File: src/rtl/dotp_sequencer_if.sv
// ---------------------------------------------------------------------------
// dotp_sequencer_if
// Bundles the job-control, datapath-handshake and status signals of the
// dot-product sequencer.
//   master : the side that launches jobs and runs the datapath phases
//            (drives go/abort/vec_len/base_*/ *_done, observes strobes/status)
//   slave  : the sequencer itself
// Parameter LEN_W : width of vec_len and elem_idx.
// ---------------------------------------------------------------------------
interface dotp_sequencer_if #(
    parameter int LEN_W = 8
) ();
    // job control
    logic             go;
    logic             abort;
    logic [LEN_W-1:0] vec_len;
    logic [31:0]      base_a;
    logic [31:0]      base_b;
    logic [31:0]      base_out;

    // datapath phase-complete indications
    logic             fetch_done;
    logic             processing_done;
    logic             store_done;
    logic             read_done;

    // phase strobes and addresses
    logic             start_fetch;
    logic             start_compute;
    logic             start_write;
    logic             start_read;
    logic [31:0]      waddr_a;
    logic [31:0]      waddr_b;
    logic [31:0]      waddr_output;
    logic [LEN_W-1:0] elem_idx;

    // status
    logic             busy;
    logic             done;
    logic             error;

    modport master (
        output go, abort, vec_len, base_a, base_b, base_out,
        output fetch_done, processing_done, store_done, read_done,
        input  start_fetch, start_compute, start_write, start_read,
        input  waddr_a, waddr_b, waddr_output, elem_idx,
        input  busy, done, error
    );

    modport slave (
        input  go, abort, vec_len, base_a, base_b, base_out,
        input  fetch_done, processing_done, store_done, read_done,
        output start_fetch, start_compute, start_write, start_read,
        output waddr_a, waddr_b, waddr_output, elem_idx,
        output busy, done, error
    );
endinterface

File: src/rtl/dotp_sequencer.sv
// ---------------------------------------------------------------------------
// dotp_sequencer
// Control FSM for a dot-product job: fetches vec_len element pairs one at a
// time, then issues a single compute, write and read phase, each phase being
// a one-cycle strobe followed by a wait for the matching *_done input.
// Every WAIT state is guarded by a timeout that ends the job in ERR.
//
// Ports
//   clk  : clock, rising edge
//   rst  : synchronous, active-high reset
//   bus  : dotp_sequencer_if.slave
//          in  : go, abort, vec_len, base_a/b/out, fetch/processing/store/read_done
//          out : start_fetch/compute/write/read, waddr_a/b/output, elem_idx,
//                busy, done (pulse), error (sticky)
// Parameters
//   LEN_W   : width of vec_len / elem_idx
//   TIMEOUT : maximum cycles spent in a WAIT state before ERR
// ---------------------------------------------------------------------------
module dotp_sequencer #(
    parameter int LEN_W   = 8,
    parameter int TIMEOUT = 255
) (
    input  logic            clk,
    input  logic            rst,
    dotp_sequencer_if.slave bus
);
    localparam int CNT_W = ($clog2(TIMEOUT + 1) < 1) ? 1 : $clog2(TIMEOUT + 1);
    // Last WAIT cycle index: the counter is 0 on the first WAIT cycle, so ERR
    // follows exactly TIMEOUT cycles after WAIT entry.
    localparam logic [CNT_W-1:0] TMO_LAST = CNT_W'(TIMEOUT - 1);

    typedef enum logic [3:0] {
        IDLE       = 4'd0,
        FETCH_REQ  = 4'd1,
        FETCH_WAIT = 4'd2,
        COMP_REQ   = 4'd3,
        COMP_WAIT  = 4'd4,
        WR_REQ     = 4'd5,
        WR_WAIT    = 4'd6,
        RD_REQ     = 4'd7,
        RD_WAIT    = 4'd8,
        DONE       = 4'd9,
        ERR        = 4'd10
    } state_t;

    state_t           state_reg, state_next;
    logic [LEN_W-1:0] len_reg, len_next;
    logic [31:0]      base_a_reg, base_a_next;
    logic [31:0]      base_b_reg, base_b_next;
    logic [31:0]      base_out_reg, base_out_next;
    logic [LEN_W-1:0] elem_idx_reg, elem_idx_next;
    logic [CNT_W-1:0] tmo_reg, tmo_next;
    logic             error_reg, error_next;

    // registered outputs
    logic             start_fetch_reg, start_compute_reg, start_write_reg, start_read_reg;
    logic             busy_reg, done_reg;
    logic [31:0]      waddr_a_reg, waddr_b_reg, waddr_output_reg;

    // per-WAIT-state view of the awaited done input and where it leads
    logic             wait_done;
    state_t           wait_target;
    logic             last_elem;

    assign last_elem = (elem_idx_reg == len_reg - LEN_W'(1));

    always_comb begin
        wait_done   = 1'b0;
        wait_target = IDLE;
        case (state_reg)
            FETCH_WAIT: begin
                wait_done   = bus.fetch_done;
                wait_target = last_elem ? COMP_REQ : FETCH_REQ;
            end
            COMP_WAIT: begin
                wait_done   = bus.processing_done;
                wait_target = WR_REQ;
            end
            WR_WAIT: begin
                wait_done   = bus.store_done;
                wait_target = RD_REQ;
            end
            RD_WAIT: begin
                wait_done   = bus.read_done;
                wait_target = DONE;
            end
            default: ;
        endcase
    end

    always_comb begin
        state_next    = state_reg;
        len_next      = len_reg;
        base_a_next   = base_a_reg;
        base_b_next   = base_b_reg;
        base_out_next = base_out_reg;
        elem_idx_next = elem_idx_reg;
        error_next    = error_reg;
        // The counter restarts from zero whenever the FSM is not waiting,
        // so each WAIT state begins with a fresh count.
        tmo_next      = '0;

        if (state_reg != IDLE && bus.abort) begin
            state_next = IDLE;
        end else begin
            case (state_reg)
                IDLE: begin
                    if (bus.go) begin
                        len_next      = bus.vec_len;
                        base_a_next   = bus.base_a;
                        base_b_next   = bus.base_b;
                        base_out_next = bus.base_out;
                        elem_idx_next = '0;
                        error_next    = 1'b0;
                        state_next    = (bus.vec_len == '0) ? DONE : FETCH_REQ;
                    end
                end
                FETCH_REQ: state_next = FETCH_WAIT;
                COMP_REQ:  state_next = COMP_WAIT;
                WR_REQ:    state_next = WR_WAIT;
                RD_REQ:    state_next = RD_WAIT;
                FETCH_WAIT, COMP_WAIT, WR_WAIT, RD_WAIT: begin
                    // A done arriving on the expiry cycle still wins.
                    if (wait_done) begin
                        state_next = wait_target;
                        if (state_reg == FETCH_WAIT && !last_elem) begin
                            elem_idx_next = elem_idx_reg + LEN_W'(1);
                        end
                    end else if (tmo_reg == TMO_LAST) begin
                        state_next = ERR;
                        error_next = 1'b1;
                    end else begin
                        tmo_next = tmo_reg + CNT_W'(1);
                    end
                end
                DONE:    state_next = IDLE;
                ERR:     state_next = IDLE;
                default: state_next = IDLE;
            endcase
        end
    end

    // Outputs are registered from the next-state values so that they line up
    // with the state they describe.
    always_ff @(posedge clk) begin
        if (rst) begin
            state_reg         <= IDLE;
            len_reg           <= '0;
            base_a_reg        <= '0;
            base_b_reg        <= '0;
            base_out_reg      <= '0;
            elem_idx_reg      <= '0;
            tmo_reg           <= '0;
            error_reg         <= 1'b0;
            start_fetch_reg   <= 1'b0;
            start_compute_reg <= 1'b0;
            start_write_reg   <= 1'b0;
            start_read_reg    <= 1'b0;
            busy_reg          <= 1'b0;
            done_reg          <= 1'b0;
            waddr_a_reg       <= '0;
            waddr_b_reg       <= '0;
            waddr_output_reg  <= '0;
        end else begin
            state_reg         <= state_next;
            len_reg           <= len_next;
            base_a_reg        <= base_a_next;
            base_b_reg        <= base_b_next;
            base_out_reg      <= base_out_next;
            elem_idx_reg      <= elem_idx_next;
            tmo_reg           <= tmo_next;
            error_reg         <= error_next;
            start_fetch_reg   <= (state_next == FETCH_REQ);
            start_compute_reg <= (state_next == COMP_REQ);
            start_write_reg   <= (state_next == WR_REQ);
            start_read_reg    <= (state_next == RD_REQ);
            busy_reg          <= (state_next != IDLE);
            done_reg          <= (state_next == DONE);
            waddr_a_reg       <= base_a_next + 32'(elem_idx_next);
            waddr_b_reg       <= base_b_next + 32'(elem_idx_next);
            waddr_output_reg  <= base_out_next;
        end
    end

    assign bus.start_fetch   = start_fetch_reg;
    assign bus.start_compute = start_compute_reg;
    assign bus.start_write   = start_write_reg;
    assign bus.start_read    = start_read_reg;
    assign bus.waddr_a       = waddr_a_reg;
    assign bus.waddr_b       = waddr_b_reg;
    assign bus.waddr_output  = waddr_output_reg;
    assign bus.elem_idx      = elem_idx_reg;
    assign bus.busy          = busy_reg;
    assign bus.done          = done_reg;
    assign bus.error         = error_reg;
endmodule
File: src/flat_wrapper.sv
// flat-port wrapper written by rule: the top's interface ports become plain ports
module dotp_sequencer_flat 
#(
    parameter int LEN_W   = 8,
    parameter int TIMEOUT = 255
)
  (clk, rst, bus_go, bus_abort, bus_vec_len, bus_base_a, bus_base_b, bus_base_out, bus_fetch_done, bus_processing_done, bus_store_done, bus_read_done, bus_start_fetch, bus_start_compute, bus_start_write, bus_start_read, bus_waddr_a, bus_waddr_b, bus_waddr_output, bus_elem_idx, bus_busy, bus_done, bus_error);
  dotp_sequencer_if #(.LEN_W(LEN_W)) bus_i ();
  input  logic clk;
  input  logic rst;
  input wire logic [$bits(bus_i.go)-1:0] bus_go;
  input wire logic [$bits(bus_i.abort)-1:0] bus_abort;
  input wire logic [$bits(bus_i.vec_len)-1:0] bus_vec_len;
  input wire logic [$bits(bus_i.base_a)-1:0] bus_base_a;
  input wire logic [$bits(bus_i.base_b)-1:0] bus_base_b;
  input wire logic [$bits(bus_i.base_out)-1:0] bus_base_out;
  input wire logic [$bits(bus_i.fetch_done)-1:0] bus_fetch_done;
  input wire logic [$bits(bus_i.processing_done)-1:0] bus_processing_done;
  input wire logic [$bits(bus_i.store_done)-1:0] bus_store_done;
  input wire logic [$bits(bus_i.read_done)-1:0] bus_read_done;
  output wire logic [$bits(bus_i.start_fetch)-1:0] bus_start_fetch;
  output wire logic [$bits(bus_i.start_compute)-1:0] bus_start_compute;
  output wire logic [$bits(bus_i.start_write)-1:0] bus_start_write;
  output wire logic [$bits(bus_i.start_read)-1:0] bus_start_read;
  output wire logic [$bits(bus_i.waddr_a)-1:0] bus_waddr_a;
  output wire logic [$bits(bus_i.waddr_b)-1:0] bus_waddr_b;
  output wire logic [$bits(bus_i.waddr_output)-1:0] bus_waddr_output;
  output wire logic [$bits(bus_i.elem_idx)-1:0] bus_elem_idx;
  output wire logic [$bits(bus_i.busy)-1:0] bus_busy;
  output wire logic [$bits(bus_i.done)-1:0] bus_done;
  output wire logic [$bits(bus_i.error)-1:0] bus_error;
  assign bus_i.go = bus_go;
  assign bus_i.abort = bus_abort;
  assign bus_i.vec_len = bus_vec_len;
  assign bus_i.base_a = bus_base_a;
  assign bus_i.base_b = bus_base_b;
  assign bus_i.base_out = bus_base_out;
  assign bus_i.fetch_done = bus_fetch_done;
  assign bus_i.processing_done = bus_processing_done;
  assign bus_i.store_done = bus_store_done;
  assign bus_i.read_done = bus_read_done;
  assign bus_start_fetch = bus_i.start_fetch;
  assign bus_start_compute = bus_i.start_compute;
  assign bus_start_write = bus_i.start_write;
  assign bus_start_read = bus_i.start_read;
  assign bus_waddr_a = bus_i.waddr_a;
  assign bus_waddr_b = bus_i.waddr_b;
  assign bus_waddr_output = bus_i.waddr_output;
  assign bus_elem_idx = bus_i.elem_idx;
  assign bus_busy = bus_i.busy;
  assign bus_done = bus_i.done;
  assign bus_error = bus_i.error;
  dotp_sequencer #(.LEN_W(LEN_W), .TIMEOUT(TIMEOUT)) u_core (.clk(clk), .rst(rst), .bus(bus_i));
endmodule
File: config.mk
export PLATFORM = sky130hd
export DESIGN_NAME = dotp_sequencer_flat
export DESIGN_NICKNAME = d
export VERILOG_FILES = /design/src/rtl/dotp_sequencer_if.sv /design/src/rtl/dotp_sequencer.sv /design/src/flat_wrapper.sv
export SDC_FILE = /design/constraint.sdc
export NUM_CORES = 1
export LEC_CHECK = 0
export ABC_AREA = 1
export ABC_CLOCK_PERIOD_IN_PS = 4500
export CAP_MARGIN = 10
export CELL_PAD_IN_SITES_DETAIL_PLACEMENT = 0
export CELL_PAD_IN_SITES_GLOBAL_PLACEMENT = 1
export CORE_ASPECT_RATIO = 1.5
export CORE_MARGIN = 10
export CORE_UTILIZATION = 42
export CTS_CLUSTER_DIAMETER = 80
export DETAILED_ROUTE_END_ITERATION = 16
export DONT_BUFFER_PORTS = 1
export PLACE_DENSITY = 0.81
export SYNTH_ARGS = -nofsm -noshare
export SYNTH_HDL_FRONTEND = slang
export SYNTH_SLANG_ARGS = --single-unit
File: constraint.sdc
create_clock -name clk -period 4.5 [get_ports clk]
set_clock_uncertainty 0.2 [all_clocks]
set_input_delay 0.225 -clock clk [delete_from_list [all_inputs] [get_ports clk]]
set_output_delay 0.225 -clock clk [all_outputs]
set_load 0.01 [all_outputs]
-- Yosys cells after proc, flatten, opt, wreduce, memory -nomap -nowiden
Cells that the tools add are included.
- register bits: 195
- output and inout bits: 111
- logic and storage cells: 77
- add/subtract/negate cells: 5
- equality and inequality tests: 18
- mux-type cells: 24
- bitwise logic cells: 2
- reduce and logical (&&, ||, !) cells: 12
- operators with widths (kind ; count):
    $mux W32 ; 6
    $add A32 B8 Y32 ; 2
    $mux W8 ; 4
    $eq A4 B3 Y1 const B ; 6
    $pmux W4 S6 ; 1
    $mux W4 ; 5
    $add A8 B1 Y8 const B ; 2
    $pmux W4 S4 ; 1
    $pmux W8 S2 ; 1
    $eq A4 B2 Y1 const B ; 3
    $eq A4 B1 Y1 const B ; 2
    $eq A4 B4 Y1 const B ; 2
    $eq A8 B8 Y1 ; 1
    $eq A8 B8 Y1 const B ; 1
    $logic_not A8 Y1 ; 1
    $reduce_bool A4 Y1 ; 2
    $sub A8 B1 Y8 const B ; 1
    $reduce_and A5 Y1 ; 1
    $reduce_or A5 Y1 ; 1
    $logic_not A4 Y1 ; 1
    $ne A2 B2 Y1 const B ; 2
    $pmux W1 S4 ; 1
    $reduce_or A4 Y1 ; 1
    $mux W1 ; 3
    other kinds (8) ; 10

-- Longest topological paths before layout
Gate-level depths: netlist of run 1.
- word-level depth: 9
- mapped depth: 29
- gate-level depth less buffers: 29

-- Worst setup path before layout of run 1
No wires, ideal clock.
- kind: reg2reg
- start: reg u_core.state_reg[1]
- end: reg u_core.waddr_a_reg[30] (netlist: u_core.bus.waddr_a[30])
- library setup time: 0.128 ns
- arrival time: 3.239 ns
- required time: 4.172 ns
- path slack: 0.933 ns
- cell stages (with the launch flop): 21
- path buffers: 4
- cells stage by stage: dfxtp_1 > nor2_2 > nand2_2 > nor2_4 > nand2_8 > buf_2 > buf_2 > clkbuf_1 > buf_1 > a21oi_1 > ha_1 > fa_1 > a31oi_1 > inv_1 > nand3_1 > nand3_1 > nand3_1 > nand2_4 > nand2_2 > xor2_1 > nor2_1
- RTL lines (what ; line ; text):
    start, declared ; dotp_sequencer.sv:46 ; state_t state_reg, state_next;
    start signal, assigned ; dotp_sequencer.sv:165 ; state_reg <= state_next;
    $logic_not A4 Y1 or $reduce_bool A4 Y1 (tied branches) ; dotp_sequencer.sv:106, dotp_sequencer.sv:103 ;
    $mux W32 or $logic_and A1 B1 Y1 (tied branches) ; dotp_sequencer.sv:106, dotp_sequencer.sv:103 ;
    $mux W32 (*) ; dotp_sequencer.sv:103 ; if (state_reg != IDLE && bus.abort) begin
    net u_core.base_a_next[0] ; dotp_sequencer.sv:48 ; logic [31:0] base_a_reg, base_a_next;
    $add A32 B8 Y32 (*) ; dotp_sequencer.sv:179 ; waddr_a_reg <= base_a_next + 32'(elem_idx_next);
    end signal, assigned ; dotp_sequencer.sv:179 ;
    end, declared ; dotp_sequencer.sv:58 ; logic [31:0] waddr_a_reg, waddr_b_reg, waddr_output_reg;
Mark *: on every way through the listed nets, which the timed path passes. The rest lies on a longest branch.
A chain may end at the register's enable or synchronous reset.

-- Final worst setup path of run 1
- start: reg u_core.len_reg[0]
- end: reg u_core.waddr_a_reg[30] (netlist: u_core.bus.waddr_a[30])
- longest elaborated chain between the ends: 9
- RTL lines (what ; line ; text):
    start, declared ; dotp_sequencer.sv:47 ; logic [LEN_W-1:0] len_reg, len_next;
    start signal, assigned ; dotp_sequencer.sv:166 ; len_reg <= len_next;
    $sub A8 B1 Y8 ; dotp_sequencer.sv:65 ; assign last_elem = (elem_idx_reg == len_reg - LEN_W'(1));
    $eq A8 B8 Y1 ; dotp_sequencer.sv:65 ;
    $logic_not A1 Y1 ; dotp_sequencer.sv:126 ; if (state_reg == FETCH_WAIT && !last_elem) begin
    $logic_and A1 B1 Y1 ; dotp_sequencer.sv:126 ;
    $mux W8 ; dotp_sequencer.sv:126 ;
    $mux W8 ; dotp_sequencer.sv:124 ; if (wait_done) begin
    $pmux W8 S2 ; dotp_sequencer.sv:106 ; case (state_reg)
    $mux W8 ; dotp_sequencer.sv:103 ;
    net u_core.elem_idx_next[0] ; dotp_sequencer.sv:51 ; logic [LEN_W-1:0] elem_idx_reg, elem_idx_next;
    $add A32 B8 Y32 ; dotp_sequencer.sv:179 ;
The timed path passes the listed nets, and every way through them passes these cells.

==> impl_metrics.env, run 1 <==
export IMPL_ios=223
export IMPL_grt_max_degree=151
export IMPL_timing_slew_headroom_pct=38.9
export IMPL_gp_congestion=0.905
export IMPL_synthFlopType="dfxtp_1"
export IMPL_p_int_uw=3140
export IMPL_p_clk_share_pct=36.8
export IMPL_required_ns=4.61
export IMPL_syn_to_final_growth_pct=20.6
export IMPL_synth_avg_cell_area_um2=6.92
export IMPL_max_freq_mhz=252
export IMPL_yosysWarnings=0
export IMPL_worst_r2r_setup_slack_ns=0.53
export IMPL_start_util_pct=42.4
export IMPL_finalHoldViolations=1
export IMPL_clock_latency_ns=0.44
export IMPL_synthCells=1359
export IMPL_synth_area_um2=9410
export IMPL_r2r_cells=25
export IMPL_met1_length_mm=11.2
export IMPL_ys_seq_area_share_pct=41.5
export IMPL_synthDistinctLibCells=54
export IMPL_max_slew_worst_pin_slew_ns=0.915
export IMPL_cts_tree="done"
export IMPL_ant_nets=0
export IMPL_grt_pass1_vias=8902
export IMPL_die_area_um2=28900
export IMPL_antenna_cells=0
export IMPL_die_h_um=203
export IMPL_htree_num_levels=4
export IMPL_maxSlewViolCount=0
export IMPL_antenna_found_initial=0
export IMPL_hp_class="primary input to flip-flop"
export IMPL_worst_setup_path_end_kind="flip-flop"
export IMPL_crit_arrival_ns=4.08
export IMPL_wire_per_inst_um=16.7
export IMPL_cts_buffers=17
export IMPL_cellPowerDensity_nw_per_um2=394
export IMPL_portBuffers=0
export IMPL_power_switching_uw=1330
export IMPL_status="complete, but fails checks"
export IMPL_drtIter0Drc=401
export IMPL_clkSinkCount=195
export IMPL_drive_above_1_share_pct=7.60
export IMPL_critPathKind="flip-flop to flip-flop"
export IMPL_post_route_min_period_ns=3.97
export IMPL_hold_end="u_core.base_a_reg[29]"
export IMPL_nNetsFinal=1578
export IMPL_grt_setup_unrepaired="no"
export IMPL_place_area_um2=9590
export IMPL_leakage_uw=0.00513
export IMPL_dr_pass1_iters=7
export IMPL_hold_depth=2
export IMPL_hpwl_mm=21.3
export IMPL_die_x_um=142
export IMPL_startpoint_type="flip-flop"
export IMPL_maxCapViolCount=0
export IMPL_violations="hold timing"
export IMPL_whs_ns=-0.00783
export IMPL_met2_length_mm=14.5
export IMPL_row_count=67
export IMPL_ys_ff_latch=195
export IMPL_grt_usage_pct=19.8
export IMPL_clk_pin_slew_ns=0.07
export IMPL_combPwrFrac_pct=18.3
export IMPL_design_area_um2=11300
export IMPL_core_area_um2=22200
export IMPL_cts_root_buffer="clkbuf_16"
export IMPL_p_seq_share_pct=44.9
export IMPL_setup_tns_final_ns=0
export IMPL_top_layer="met4"
export IMPL_synth_net_count=1489
export IMPL_r2r_end="u_core.bus.waddr_a[30]"
export IMPL_wirelength_mm=28.9
export IMPL_grt_pass1_wl_mm=46.0
export IMPL_ir_drop_uv=266
export IMPL_wl_met3_mm=2.49
export IMPL_synth_edff_count=0
export IMPL_drt_vias_per_instance=5.06
export IMPL_path_max_fanout=8
export IMPL_num_vias=8783
export IMPL_worstHoldStart="rst"
export IMPL_fin_crit_sh_pct=88.2
export IMPL_drc=0
export IMPL_p_sw_share_pct=29.8
export IMPL_r2r_start="u_core.len_reg[0]"
export IMPL_async_flop_share_pct=0
export IMPL_clockBufferDepth=2
export IMPL_finalSetupViolCount=0
export IMPL_grt_overflow_total=0
==> metrics by stage <==
step	instances	setup slack, ns	util [%]	power, uW
global route	1736	0.0535	51.1	4700
floorplan	1359	0.933	-	2580
finish	1736	0.531	51.1	4470
detailed placement	1595	0.276	43.1	2760
CTS	1736	0.244	51.0	4510
global placement	1595	0.386	43.1	2760
==> cells in the mapped netlist, drive strengths merged, types with 6 or more instances <==
cell	number	share of area, %
nand2	363	15
dfxtp	195	41
nor2	176	7.2
inv	161	6.5
a21oi	103	5.5
o21ai	69	3.7
nand3	68	3.8
and2	33	2.4
clkbuf	30	1.2
or2	25	1.7
nand4	20	1.4
nor3	17	0.96
ha	16	2.1
buf	14	1.1
nor4	14	1.2
a211oi	13	1.0
xor2	9	0.84
xnor2	6	0.56
==> power groups by stage <==
stage	sequential, uW	clock, uW	combinational, uW
floorplan	2010	0	577
global placement	2050	0	709
detailed placement	2050	0	714
CTS	2010	1670	822
global route	2020	1750	931
finish	2010	1640	820
==> layout make-up <==
cell class / count / area, um^2
timing repair buffer: 114 / 1160
inverter: 164 / 622
sequential: 195 / 3900
clock inverter: 12 / 179
clock buffer: 19 / 453
fill: 2175 / 10900
tap: 276 / 345
multi-input combinational: 956 / 4680
==> logic make-up after synthesis <==
family / count (synthesis) / synth area share, %
adder cells (fa/ha/maj): 18 / 2.55
AND/OR/NAND/NOR: 721 / 34.1
buffers and inverters: 208 / 8.87
multiplexers: 1 / 0.106
AO/OA/AOI/OAI: 201 / 11.5
XOR/XNOR: 15 / 1.40
flip-flops: 195 / 41.5
==> critical path, stage by stage, from the launching register on <==
cell and delay, ns:
dfxtp_1 0.38, inv_1 0.11, ha_1 0.26, inv_1 0.06, nand2_1 0.06, nand3_1 0.08
nand2_1 0.05, nand3_1 0.07, nor2_1 0.05, nand2_2 0.14, nand2_1 0.10, inv_1 0.17
o21ai_2 0.10, nand2_1 0.08, nand2_1 0.08, ha_1 0.21, fa_1 0.41, a31oi_1 0.32
inv_1 0.10, nand3_1 0.11, nand3_1 0.11, nand3_1 0.17, nand2_4 0.12, nand2_2 0.08
xor2_1 0.15, nor2_1 0.05
==> worst max path at each step <==
stage,to,startpoint
after floorplan,u_core.bus.waddr_a[30],u_core.state_reg[1]
after global placement,u_core.bus.waddr_a[15],u_core.len_reg[0]
after detailed placement,u_core.bus.waddr_a[15],u_core.len_reg[0]
after CTS,u_core.bus.waddr_a[15],u_core.len_reg[0]
after global routing,u_core.bus.waddr_a[15],u_core.len_reg[0]
final,u_core.bus.waddr_a[30],u_core.len_reg[0]
==> per-layer routing <==
layer / GRT usage [%] / vias to the layer above
met3: 7.54 / 46
met2: 34.6 / 217
met1: 21.1 / 4015
met4: 6.92 / 0
met5: 0 / -
li1: - / 4505
==> cell usage in the layout (no fill, tap or decap), drive strengths merged, types with 2 or more instances in the layout <==
cell type	Yosys	layout
a211oi	13	13
a21o	3	3
a21oi	103	103
a31oi	3	3
and2	33	33
and3	2	2
buf	14	5
bufinv	0	4
clkbuf	30	19
clkinv	3	6
clkinvlp	0	3
dfxtp	195	195
dlygate4sd3	0	109
fa	2	2
ha	16	16
inv	161	163
nand2	363	363
nand3	68	68
nand4	20	20
nor2	176	176
nor3	17	17
nor4	14	14
o211ai	2	2
o21a	2	2
o21ai	69	69
o22ai	2	2
or2	25	25
or4	2	2
xnor2	6	6
xor2	9	9
==> what timing repair did <==
action | CTS | global route
gates resized for setup | 0 | 4
buffers inserted | 0 | 0
endpoints found under the hold margin | 179 | 0
endpoints found under the setup margin | 0 | 23
hold buffers | 110 | 0
Note: power is estimated with default switching activity, not from simulation.
==> run 2: changes to the inputs <==
CORE_UTILIZATION = 45   (was 42)
PLACE_DENSITY = 0.86   (was 0.81)
REMOVE_ABC_BUFFERS = 1   (was default)
==> run 2 against run 1 <==
Against the previous run: the flow now finishes without violations; register-to-register slack better by 0.06 ns; global-route usage is 0.68 points higher; first-iteration DRC count is 8.0% higher; critical endpoint is now u_core.bus.waddr_b[11]; setup slack better by 0.060 ns; power is 1.1% lower.
==> impl_metrics.env, run 2 (synthesis gave the netlist of run 1 again) <==
export IMPL_slowest_stage="dfxtp_1"
export IMPL_htree_num_levels=4
export IMPL_critPathKind="flip-flop to flip-flop"
export IMPL_design_area_um2=11300
export IMPL_syn_to_final_growth_pct=19.8
export IMPL_hold_end="u_core.base_b_reg[27]"
export IMPL_ant_nets=0
export IMPL_wire_per_inst_um=16.3
export IMPL_fin_crit_sh_pct=86.9
export IMPL_row_count=64
export IMPL_drtIter0Drc=433
export IMPL_r2r_cells=28
export IMPL_gp_congestion=0.902
export IMPL_crit_buf_inv=4
export IMPL_nNetsFinal=1575
export IMPL_clock_latency_ns=0.44
export IMPL_antenna_found_initial=1
export IMPL_hp_class="primary input to flip-flop"
export IMPL_drc=0
export IMPL_path_max_fanout=7
export IMPL_nFillCells=2077
export IMPL_finalHoldViolations=0
export IMPL_ir_drop_uv=281
export IMPL_cellPowerDensity_nw_per_um2=392
export IMPL_hold_depth=2
export IMPL_grt_usage_pct=20.5
export IMPL_cts_root_buffer="clkbuf_16"
export IMPL_core_area_um2=20500
export IMPL_worst_setup_path_end_kind="flip-flop"
export IMPL_wirelength_mm=28.0
export IMPL_regArea_um2=3900
export IMPL_num_vias=8803
export IMPL_portBuffers=0
export IMPL_finalSetupViolCount=0
export IMPL_post_route_min_period_ns=3.91
export IMPL_grt_max_degree=151
export IMPL_die_h_um=197
export IMPL_grt_setup_unrepaired="no"
export IMPL_worst_r2r_setup_slack_ns=0.59
export IMPL_hpwl_mm=20.0
export IMPL_r2r_end="u_core.bus.waddr_b[11]"
export IMPL_ios=223
export IMPL_max_stage_delay_ns=0.37
export IMPL_grt_overflow_total=0
export IMPL_dp_cells=1582
export IMPL_die_x_um=138
export IMPL_timing_slew_headroom_pct=39.9
export IMPL_layout_common_cells="nand2_1, dfxtp_1, nor2_1"
export IMPL_leakage_uw=0.00510
export IMPL_status="complete, no violations"
export IMPL_multi_input_area_um2=4670
export IMPL_max_slew_worst_pin_slew_ns=0.901
export IMPL_clkSinkCount=195
export IMPL_drive_above_1_share_pct=7.22
export IMPL_critPathTopFamily="simple AND/OR/NAND/NOR gates"
export IMPL_drt_vias_per_instance=5.12
export IMPL_die_area_um2=27200
export IMPL_setup_tns_final_ns=0
export IMPL_max_freq_mhz=256
export IMPL_stdcell_count=1719
export IMPL_place_area_um2=9550
export IMPL_clk_pin_slew_ns=0.07
export IMPL_required_ns=4.63
export IMPL_grt_pass1_vias=8936
export IMPL_maxSlewViolCount=0
export IMPL_r2r_start="u_core.len_reg[0]"
export IMPL_layout_commonest_cell="nand2_1"
export IMPL_crit_arrival_ns=4.04
export IMPL_startpoint_type="flip-flop"
export IMPL_timing_critical_path_mode_cell="nand2_1"
export IMPL_worstHoldStart="rst"
export IMPL_clockBufferDepth=2
export IMPL_cts_tree="done"
export IMPL_grt_pass1_wl_mm=46.1
export IMPL_start_util_pct=45.9
export IMPL_cts_buffers=17
export IMPL_maxCapViolCount=0
export IMPL_dr_pass1_iters=5
==> run 2: cell types whose count changed in the layout (fill, tap and decap cells not counted), sizes merged <==
cell | previous run | this run
buf | 5 | 4
clkbuf | 19 | 20
clkinv | 6 | 4
clkinvlp | 3 | 1
diode | 0 | 1
dlygate4sd3 | 109 | 107
==> run 2: worst max-delay path by stage <==
stage / cells after the start / endpoint / from / slack (ns)
2_1_floorplan: 28 / u_core.bus.waddr_a[15] / u_core.len_reg[0] / 1.08
5_1_grt: 29 / u_core.bus.waddr_a[15] / u_core.len_reg[0] / 0.05
3_5_place_dp: 28 / u_core.bus.waddr_a[15] / u_core.len_reg[0] / 0.59
3_3_place_gp: 29 / u_core.bus.waddr_b[15] / u_core.len_reg[0] / 0.68
4_1_cts: 28 / u_core.bus.waddr_b[11] / u_core.len_reg[0] / 0.53
6_report: 28 / u_core.bus.waddr_b[11] / u_core.len_reg[0] / 0.59
==> run 2: cell type report <==
| class | instances | share of cell area, % |
|---|---|---|
| antenna | 1 | 0.0222 |
| clock buffer | 20 | 4.14 |
| clock inverter | 8 | 1.33 |
| inverter | 164 | 5.52 |
| multi-input combinational | 956 | 41.5 |
| sequential | 195 | 34.6 |
| tap | 264 | 2.93 |
| timing repair buffer | 111 | 9.95 |
==> run 2: metrics by stage <==
stage          total power (uW)  hold slack, ns  worst slack, ns  util (%)
2_1_floorplan              2540          0.0941             1.08         -
3_3_place_gp               2730           0.112            0.684      46.6
3_5_place_dp               2740           0.114            0.591      46.6
4_1_cts                    4470          0.0142            0.530      55.0
5_1_grt                    4660          0.0624           0.0509      55.0
6_report                   4420         0.00842            0.591      55.0
==> run 2: worst reg2reg max path: cells and delay by family, from the launching register on <==
kind	cells	cell delay (ns)
AO/OA/AOI/OAI	6	0.82
adder cells (fa/ha/maj)	2	0.50
buffers and inverters	4	0.32
flip-flops	1	0.37
AND/OR/NAND/NOR	16	1.59
==> run 2: per-layer routing <==
layer	vias up	global-route usage [%]	routed length, um
met2	215	36.3	14400
met4	0	8.22	817
met3	50	6.16	1700
li1	4506	-	-
met1	4032	22.3	11100
met5	-	0	0
==> run 2: where the power goes <==
part / leakage [uW] / total, uW / switching, uW / internal [uW]
combinational: 0.00320 / 792 / 501 / 291
sequential: 0.00160 / 2010 / 123 / 1880
clock: 0.000301 / 1620 / 658 / 965
==> run 2: timing repair <==
item,4_1_cts,5_1_grt
buffers inserted,0,0
endpoints found under the hold margin,179,0
gates resized for setup,0,1
hold buffers,108,0
setup endpoints to repair,0,1
==> run 3: changes to the inputs <==
CTS_BUF_LIST = sky130_fd_sc_hd__clkbuf_16   (was default)
==> run 3 against run 2 <==
Against the previous run: first-iteration DRC count decreased by 2.3%; sequential share of layout area rose by 0.092 points; hold slack improved by 0.0062 ns; die area unchanged; maximum frequency up 0.32%; critical path depth did not move; register-to-register slack barely moved.
==> impl_metrics.env, run 3 (synthesis gave the netlist of run 1 again) <==
export IMPL_clk_pin_slew_ns=0.07
export IMPL_nFillCells=2082
export IMPL_drive_above_1_share_pct=7.02
export IMPL_grt_usage_pct=20.5
export IMPL_grt_setup_unrepaired="no"
export IMPL_clockBufferDepth=2
export IMPL_crit_arrival_ns=4.03
export IMPL_core_area_um2=20500
export IMPL_finalHoldViolations=0
export IMPL_hp_class="primary input to flip-flop"
export IMPL_layout_common_cells="nand2_1, dfxtp_1, nor2_1"
export IMPL_drc=0
export IMPL_critPathTopFamily="simple AND/OR/NAND/NOR gates"
export IMPL_antenna_found_initial=1
export IMPL_htree_num_levels=4
export IMPL_row_count=64
export IMPL_grt_pass1_wl_mm=46.1
export IMPL_grt_overflow_total=0
export IMPL_post_route_min_period_ns=3.90
export IMPL_finalSetupViolCount=0
export IMPL_wirelength_mm=27.9
export IMPL_setup_tns_final_ns=0
export IMPL_regArea_um2=3900
export IMPL_maxSlewViolCount=0
export IMPL_die_h_um=197
export IMPL_fin_crit_sh_pct=86.6
export IMPL_grt_pass1_vias=8920
export IMPL_status="complete, no violations"
export IMPL_max_stage_delay_ns=0.36
export IMPL_crit_cells=28
export IMPL_syn_to_final_growth_pct=19.5
export IMPL_layout_commonest_cell="nand2_1"
export IMPL_hpwl_mm=20.0
export IMPL_timing_critical_path_mode_cell="nand2_1"
export IMPL_cellPowerDensity_nw_per_um2=389
export IMPL_die_x_um=138
export IMPL_ios=223
export IMPL_die_area_um2=27200
export IMPL_path_max_fanout=7
export IMPL_gr_usage_met3_pct=6.16
export IMPL_grt_max_degree=151
export IMPL_drt_vias_per_instance=5.13
export IMPL_required_ns=4.63
export IMPL_max_slew_worst_pin_slew_ns=0.889
export IMPL_grt_util_met1_pct=22.4
export IMPL_maxCapViolCount=0
export IMPL_design_area_um2=11200
export IMPL_hold_depth=2
export IMPL_portBuffers=0
export IMPL_startpoint_type="flip-flop"
export IMPL_utilization_pct=54.8
export IMPL_worst_r2r_setup_slack_ns=0.60
export IMPL_max_freq_mhz=257
export IMPL_leakage_uw=0.00509
export IMPL_num_vias=8826
export IMPL_multi_input_area_um2=4670
export IMPL_start_util_pct=45.9
export IMPL_drtIter0Drc=423
export IMPL_dp_cells=1582
export IMPL_place_area_um2=9550
export IMPL_grt_busiest_layer="met2"
export IMPL_stdcell_count=1719
export IMPL_critPathKind="flip-flop to flip-flop"
export IMPL_nNetsFinal=1575
export IMPL_cts_tree="done"
export IMPL_dr_pass1_iters=5
export IMPL_gp_congestion=0.902
export IMPL_clock_latency_ns=0.44
export IMPL_cts_root_buffer="clkbuf_16"
export IMPL_wire_per_inst_um=16.2
export IMPL_crit_buf_inv=4
export IMPL_cts_buffers=17
export IMPL_r2r_cells=28
export IMPL_ir_drop_uv=284
export IMPL_gr_usage_met2_pct=36.2
export IMPL_clkSinkCount=195
export IMPL_postCtsSetupBuffers=0
export IMPL_ant_nets=0
export IMPL_slowest_stage="dfxtp_1"
export IMPL_timing_slew_headroom_pct=40.7
export IMPL_worst_setup_path_end_kind="flip-flop"
-- run 3: cell count changes in the layout (fill, tap and decap cells not counted), sizes merged --
cell,delta
clkbuf,-3
clkinv,+3
-- run 3: cell type report --
type	count	area share, %
clock inverters	11	1.44
clock buffers	17	3.78
multi-input cells	956	41.6
inverters	164	5.53
well taps	264	2.94
diodes	1	0.0223
repair buffers	111	9.97
flip-flops and latches	195	34.7
-- run 3: worst paths after layout --
| kind | end | from |
|---|---|---|
| setup / recovery | u_core.bus.waddr_b[11] | u_core.len_reg[0] |
| hold / removal | u_core.base_b_reg[27] | rst |
| setup reg to reg | u_core.bus.waddr_b[11] | u_core.len_reg[0] |
| hold reg to reg | u_core.base_b_reg[6] | u_core.base_b_reg[6] |
-- run 3: layer usage --
layer	wire (um)	share of wire [%]
met1	11100	40
met2	14300	51
met3	1690	6.1
met4	791	2.8
met5	0	0
-- run 3: worst reg2reg max path, delay by kind of cell, from the launching register on --
kind | cells | cell delay, ns
adder cells (fa/ha/maj) | 2 | 0.50
AND/OR/NAND/NOR | 16 | 1.58
AO/OA/AOI/OAI | 6 | 0.82
buffers and inverters | 4 | 0.31
flip-flops | 1 | 0.36
-- run 3: where the power goes --
group / total (uW) / switching [uW] / internal [uW]
sequential: 2000 / 123 / 1880
combinational: 793 / 502 / 291
clock: 1570 / 655 / 914
total: 4370 / 1280 / 3090
-- run 3: per-stage QoR --
stage	setup WS [ns]	total power (uW)	hold WS [ns]
4_1_cts	0.535	4420	0.0142
2_1_floorplan	1.08	2540	0.0941
3_3_place_gp	0.684	2730	0.112
5_1_grt	0.0670	4610	0.0634
3_5_place_dp	0.591	2740	0.114
6_report	0.604	4370	0.0146
-- run 3: timing repair --
action / in CTS / in global routing
hold buffers: 108 / 0
endpoints found under the setup margin: 0 / 1
endpoints found under the hold margin: 179 / 0
gates resized for setup: 0 / 1
